===== src/rtl/mult_sequencer_pkg.sv =====
// Shared types and defaults for the Booth multiplier sequencer.
// State encoding plus default operand width and radix-4 step count.
package mult_sequencer_pkg;

  localparam int DEF_WIDTH      = 32;
  localparam int DEF_ITERATIONS = 16;

  typedef enum logic [1:0] {
    IDLE = 2'd0,
    RUN  = 2'd1,
    DONE = 2'd2
  } state_t;

endpackage


===== src/rtl/iter_counter.sv =====
// Iteration counter for the Booth sequencer.
// Clear wins over enable; otherwise the count holds.
module iter_counter (
  input  logic        clk,
  input  logic        reset_n,
  input  logic        clear,
  input  logic        enable,
  output logic [31:0] count
);

  always_ff @(posedge clk or negedge reset_n) begin
    if (!reset_n) begin
      count <= '0;
    end else if (clear) begin
      count <= '0;
    end else if (enable) begin
      count <= count + 32'd1;
    end
  end

endmodule


===== src/rtl/mult_sequencer.sv =====
// Control sequencer for an external radix-4 Booth multiplier datapath.
// Latches operands, steps the iteration count and captures the product.
module mult_sequencer
  import mult_sequencer_pkg::*;
#(
  parameter int WIDTH      = DEF_WIDTH,
  parameter int ITERATIONS = DEF_ITERATIONS
) (
  input  logic             clk,
  input  logic             reset_n,
  input  logic             ctrl_mult,
  input  logic [WIDTH-1:0] data_operandA,
  input  logic [WIDTH-1:0] data_operandB,
  input  logic [WIDTH-1:0] mult_product,
  input  logic             mult_overflow,
  output logic [WIDTH-1:0] mult_multiplicand,
  output logic [WIDTH-1:0] mult_multiplier,
  output logic [31:0]      mult_counter,
  output logic [WIDTH-1:0] data_result,
  output logic             data_exception,
  output logic             data_resultRDY,
  output logic             busy
);

  localparam logic [31:0] ITER_LAST = 32'(ITERATIONS);

  state_t state_q;
  state_t state_d;
  logic   clear;
  logic   enable;
  logic   capture;

  iter_counter u_iter_counter (
    .clk     (clk),
    .reset_n (reset_n),
    .clear   (clear),
    .enable  (enable),
    .count   (mult_counter)
  );

  always_ff @(posedge clk or negedge reset_n) begin
    if (!reset_n) begin
      state_q <= IDLE;
    end else begin
      state_q <= state_d;
    end
  end

  // A start request overrides every state, including the capture step.
  always_comb begin
    state_d = state_q;
    clear   = 1'b0;
    enable  = 1'b0;
    capture = 1'b0;
    if (ctrl_mult) begin
      state_d = RUN;
      clear   = 1'b1;
    end else begin
      unique case (state_q)
        IDLE: state_d = IDLE;
        RUN: begin
          if (mult_counter < ITER_LAST) begin
            enable = 1'b1;
          end else begin
            capture = 1'b1;
            state_d = DONE;
          end
        end
        DONE:    state_d = IDLE;
        default: state_d = IDLE;
      endcase
    end
  end

  always_ff @(posedge clk or negedge reset_n) begin
    if (!reset_n) begin
      mult_multiplicand <= '0;
      mult_multiplier   <= '0;
    end else if (ctrl_mult) begin
      mult_multiplicand <= data_operandA;
      mult_multiplier   <= data_operandB;
    end
  end

  always_ff @(posedge clk or negedge reset_n) begin
    if (!reset_n) begin
      data_result    <= '0;
      data_exception <= 1'b0;
    end else if (capture) begin
      data_result    <= mult_product;
      data_exception <= mult_overflow;
    end
  end

  assign data_resultRDY = (state_q == DONE);
  assign busy           = (state_q == RUN);

endmodule


===== config.mk =====
export PLATFORM = sky130hd
export DESIGN_NAME = mult_sequencer
export DESIGN_NICKNAME = d
export VERILOG_FILES = /design/src/rtl/mult_sequencer_pkg.sv /design/src/rtl/iter_counter.sv /design/src/rtl/mult_sequencer.sv
export SDC_FILE = /design/constraint.sdc
export NUM_CORES = 1
export LEC_CHECK = 0
export CAP_MARGIN = 0
export CORE_MARGIN = 2
export CORE_UTILIZATION = 45
export CTS_BUF_LIST = sky130_fd_sc_hd__clkbuf_16
export CTS_CLUSTER_SIZE = 40
export DETAILED_ROUTE_END_ITERATION = 6
export PLACE_DENSITY = 0.84
export SYNTH_ARGS = -nofsm -noshare
export SYNTH_HDL_FRONTEND = slang
export SYNTH_SLANG_ARGS = --single-unit

===== constraint.sdc =====
create_clock -name clk -period 3 [get_ports clk]
set_input_delay 0.45 -clock clk [delete_from_list [all_inputs] [get_ports clk]]
set_output_delay 0.45 -clock clk [all_outputs]
set_load 0.005 [all_outputs]

==> flow_summary.ini, run 1 <==
[logic_synthesis]
netlist_area_mm2 = 0.00501
syn-num-nets = 405
yosys.area.top_type = dfrtp_1
synth_commonest_cells = dfrtp_1 (131), mux2_2 (70), nor2b_1 (31), mux2_4 (29), clkbuf_1 (9)
synth_most_common_cell = dfrtp_1
syn_inst = 304
ys.flop_type = dfrtp_1
yosys-top-cells-area = dfrtp_1 (65%), mux2_2 (16%), mux2_4 (8.7%), nor2b_1 (3.9%), buf_12 (1.2%)
synth-seq-cells = 131
ys_async_sr_fraction_pct = 100
synth_cell_types = 24
synth.avg_cell_area_um2 = 16.5
yosysSeqAreaShare_pct = 65.4
synth_warnings = 0
yosys.area.top_type_share_pct = 65.4
synth-edff-count = 0

[floorplanning]
row_count = 38
chipHeight_um = 110
dieArea_mm2 = 0.0120
start_util_pct = 46.2
die_w_um = 110
boundaryPins = 231
core_mm2 = 0.0108

[power]
p_sw_share_pct = 21.1
p_leak_nw = 3.60
p_sw_w = 0.000961
seq_power_share_pct = 42.0
combPwrFrac_pct = 11.1
p_int_w = 0.00358
pwr_density_cell_mw_per_mm2 = 565
clkPwrFrac_pct = 46.9
ir_worst_vdd_uv = 384

[global_routing]
grtUsageMet1_pct = 24.2
grt_busiest_layer = met2
grt_pass1_vias = 3716
grtUsageMet3_pct = 12.4
grt_use_total_pct = 22.7
grt_pass1_wl_um = 19900
grtUsageMet2_pct = 37.6
grt_max_degree = 55
grt_overflow = 0
antenna_found_initial = 0

[clock_network]
cts_hold_buf = 0
clock_latency_ps = 420
cts_tree = done
htreeDepth = 4
cts_sinks = 131
post_cts.repair.setup_buffers = 0
ctsResizeCount = 0
cts-root-buf = clkbuf_16
clkTransAtPathRegs_ps = 50
clock_path_buffers = 2
cts_buffers = 17

[drt]
wl_per_cell_um = 18.7
ant_nets = 0
drc = 0
routed_wl_um = 13100
vias = 3418
avgViaCountPerCell = 4.90
dr.pass1.iters = 4
drt_iter0_drc = 153

[setup_path]
crit_chain = nor4_1 > nand3_1 > o211ai_4 > buf_4 > mux2_2
cp-startpoint = u_iter_counter.count[4]
cp-start-kind = flop
cp_top_family = simple AND/OR/NAND/NOR gates
cp_max_fo = 34
r2r-start = u_iter_counter.count[4]
max_stage_delay_ps = 520
cp_data_arrival_time_ps = 2590
required_ps = 3300
path_buf_inv = 1
slowest_stage = buf_4
end_kind = flop
crit_type = reg2reg

[timing]
timing.final.hold_violations = 0
period_needed_ps = 2290
maxSlewViolCount = 0
whs_ps = 73.0
worst_pin_slew_ps = 665
timing.final.crit_share_pct = 76.4
skew_ps = 6.31
fmax_mhz = 436
rsz0062_at_grt = no
worst_slack_ps = 707
slew_headroom_pct = 55.7
setup_viol = 0
final.setup.tns_ps = 0

[run]
max_cap_viol_count = 0

[status]
outcome = finished clean

[cells_and_area]
multi_input_area_mm2 = 0.00162
fillers = 692
diodes = 0
final_layout_size_suffix_gt1_share_pct = 25.5
nets = 645
area_delta_synth_final_pct = 60.6
register_area_mm2 = 0.00328

[hold_path]
hold_class = in2async

[place]
gp_congestion = 0.757
dp.final_hpwl_um = 9140
io_buffer_count = 230
place_ws_ps = 696
worst reg2reg max path, cell delays in order, from the launching register on:
cell	delay (ps)
dfrtp_1	400
nor4_1	410
nand3_1	220
o211ai_4	200
buf_4	520
mux2_2	420
sequential cells by signal, indices dropped and copies added (netlist names):
register / count
mult_multiplicand: 32
mult_multiplier: 32
state_q: 2
data_result: 32
data_exception: 1
u_iter_counter.count: 32
kinds of logic after synthesis:
logic type,synth area share (%)
flip-flops,65.4
multiplexers,24.4
AND/OR/NAND/NOR,6.46
buffers and inverters,2.27
AO/OA/AOI/OAI,1.22
adder cells (fa/ha/maj),0.250
path summary, 6_finish.rpt:
| kind | to | slack, ps | cells after the start |
|---|---|---|---|
| max in group asynchronous | mult_multiplicand[20] | 2140 | 2 |
| hold / removal | data_result[11] | 70 | 1 |
| setup / recovery | data_result[0] | 710 | 5 |
| setup reg to reg | data_result[0] | 710 | 5 |
| min in group clk | mult_multiplier[21] | 500 | 1 |
| hold reg to reg | mult_multiplier[21] | 500 | 1 |
cells in the final DEF (no fill, tap or decap), drive strengths merged, types with 2 or more instances in the layout:
master,instances
clkdlybuf4s50,228
clkinv,7
inv,4
clkinvlp,3
nor3,3
nor2,2
bufinv,4
o21a,2
dfrtp,131
o21ai,2
nor2b,31
mux2,99
nor4,7
clkbuf,17
nand4,2
buf,7
nand3,2
per-stage QoR:
step | cell area [µm²] | instances | total power (W) | util (%)
3_3_place_gp | 7430 | 665 | 0.00243 | 68.6
3_5_place_dp | 7430 | 665 | 0.00245 | 68.6
2_1_floorplan | 5010 | 304 | 0.00206 | -
5_1_grt | 8050 | 697 | 0.00472 | 74.3
4_1_cts | 8050 | 697 | 0.00460 | 74.3
6_report | 8050 | 697 | 0.00455 | 74.3
power groups by stage:
stage	logic [W]	registers [W]	clock network (W)
3_3_place_gp	0.000497	0.00193	0
2_1_floorplan	0.000120	0.00194	0
3_5_place_dp	0.000508	0.00194	0
5_1_grt	0.000542	0.00192	0.00226
6_report	0.000504	0.00191	0.00213
4_1_cts	0.000514	0.00191	0.00217
area by class of cell:
type | instances | area share, %
sequential | 131 | 40.7
timing repair buffer | 235 | 29.2
multi-input combinational | 156 | 20.1
inverter | 3 | 0.140
clock buffer | 17 | 5.28
clock inverter | 15 | 2.38
tap | 140 | 2.18
metal layers:
metal / vias up / wire length, µm
li1: 1542 / -
met1: 1690 / 4850
met2: 167 / 6490
met3: 19 / 1500
met4: 0 / 226
met5: - / 0
No activity file was read; power rests on OpenSTA's default activity.
==> run 2: changes to the inputs <==
CORE_UTILIZATION = 37   (was 45)
PLACE_DENSITY = 0.74   (was 0.84)
clock period = 2.09 ns   (was 3 ns; I/O delays follow)
==> flow_summary.ini, run 2 (same netlist as run 1, synthesis figures left out) <==
[timing]
skew_ps = 4.57
timing.final.hold_violations = 0
fmax_mhz = 499
maxSlewViolCount = 0
period_needed_ps = 2000
worst_pin_slew_ps = 568
timing.final.crit_share_pct = 95.9
slew_headroom_pct = 62.1
setup_viol = 0
final.setup.tns_ps = 0
rsz0062_at_grt = no

[drt]
vias = 3379
dr.pass1.iters = 4
avgViaCountPerCell = 4.58
ant_nets = 0
drc = 0
drt_iter0_drc = 124
routed_wl_um = 12100
wl_per_cell_um = 16.4

[clock_network]
cts_tree = done
cts_sinks = 131
post_cts.repair.setup_buffers = 0
cts_buffers = 17
htreeDepth = 4
cts-root-buf = clkbuf_16
clkTransAtPathRegs_ps = 50
clock_latency_ps = 410
clock_path_buffers = 2

[global_routing]
antenna_found_initial = 0
grt_pass1_vias = 3676
grt_use_total_pct = 17.3
grtUsageMet2_pct = 27.0
grt_max_degree = 50
grt_busiest_layer = met2
grtUsageMet1_pct = 19.9
grt_pass1_wl_um = 19100
grtUsageMet3_pct = 8.58
grt_overflow = 0

[place]
io_buffer_count = 230
dp.final_hpwl_um = 8770
gp_congestion = 0.695

[cells_and_area]
nets = 651
mostFrequentLayoutCells = clkdlybuf4s50_1 (228), dfrtp_1 (131), mux2_2 (70)
diodes = 0
area_delta_synth_final_pct = 61.2
fin_util_pct = 61.0
final_layout_size_suffix_gt1_share_pct = 24.8
final_common_cell = clkdlybuf4s50_1

[floorplanning]
row_count = 42
dieArea_mm2 = 0.0145
start_util_pct = 37.9
boundaryPins = 231
core_mm2 = 0.0132
die_w_um = 120
chipHeight_um = 120

[power]
pwr_density_cell_mw_per_mm2 = 761
ir_worst_vdd_uv = 481
p_leak_nw = 3.61

[setup_path]
required_ps = 2380
cp_max_fo = 10
cp_data_arrival_time_ps = 2290
end_kind = flop
cp-start-kind = flop
crit_type = reg2reg

[status]
outcome = finished clean

[hold_path]
hold_class = in2reg

[run]
max_cap_viol_count = 0
-- run 2: changes by cell type in the layout (fill, tap and decap cells not counted), moves of 2 or more --
cell	delta
buf_12	+2
clkinvlp_4	-3
buf_4	+3
bufinv_16	-2
clkinv_1	+5
inv_1	+2
clkinv_4	-3
-- run 2: per-layer routing --
layer	part of all wire, %	wire length (µm)
met4	2.0	240
met1	40	4780
met5	0	0
met2	47	5730
met3	11	1320
-- run 2: cell type report --
type / instances / area, µm²
Tap cell: 176 / 220
Timing Repair Buffer: 241 / 2420
Clock inverter: 13 / 104
Multi-Input combinational cell: 156 / 1620
Inverter: 3 / 11.3
Clock buffer: 17 / 425
Sequential cell: 131 / 3280
Fill cell: 1042 / 5160
-- run 2: timing repair --
item                       CTS  global route
setup endpoints to repair    1             0
hold buffers                 1             0
hold endpoints to repair    33             0
resized for setup            1             0
-- run 2: final timing paths --
check | from | to | slack, ps | cells past startpoint
setup / recovery | u_iter_counter.count[19] | data_result[21] | 90 | 5
hold / removal | ctrl_mult | state_q[0] | 270 | 3
setup reg to reg | u_iter_counter.count[19] | data_result[21] | 90 | 5
hold reg to reg | mult_multiplier[20] | mult_multiplier[20] | 500 | 1
max in group asynchronous | reset_n | u_iter_counter.count[26] | 1060 | 3
min in group asynchronous | reset_n | data_result[13] | 400 | 2
-- run 2: through the flow --
step | worst slack [ps] | instance area (µm²) | hold slack (ps) | instances | total power, W
4_1_cts | 48.6 | 8080 | 257 | 737 | 0.00625
2_1_floorplan | 178 | 5010 | 17.9 | 304 | 0.00296
6_report | 85.8 | 8080 | 273 | 737 | 0.00615
3_3_place_gp | 146 | 7540 | 293 | 706 | 0.00349
5_1_grt | 11.3 | 8080 | 279 | 737 | 0.00642
3_5_place_dp | 49.9 | 7540 | 302 | 706 | 0.00351
-- run 2: power by group --
group          total [W]  switching [W]  internal (W)
Clock            0.00269       0.000999       0.00169
Sequential       0.00274      0.0000688       0.00267
Combinational   0.000723       0.000222      0.000501
Total            0.00615        0.00129       0.00486
-- run 2: critical path, stage by stage (launching register included) --
cell and delay [ps]:
dfrtp_1 400, nor4_2 370, nand4_2 220, o211ai_4 290, buf_4 270, mux2_4 320
==> run 3: changes to the inputs <==
CAP_MARGIN = 10   (was 0)
==> results of run 3 <==
No change in the layout: final DEF, timing and power equal those of run 2.
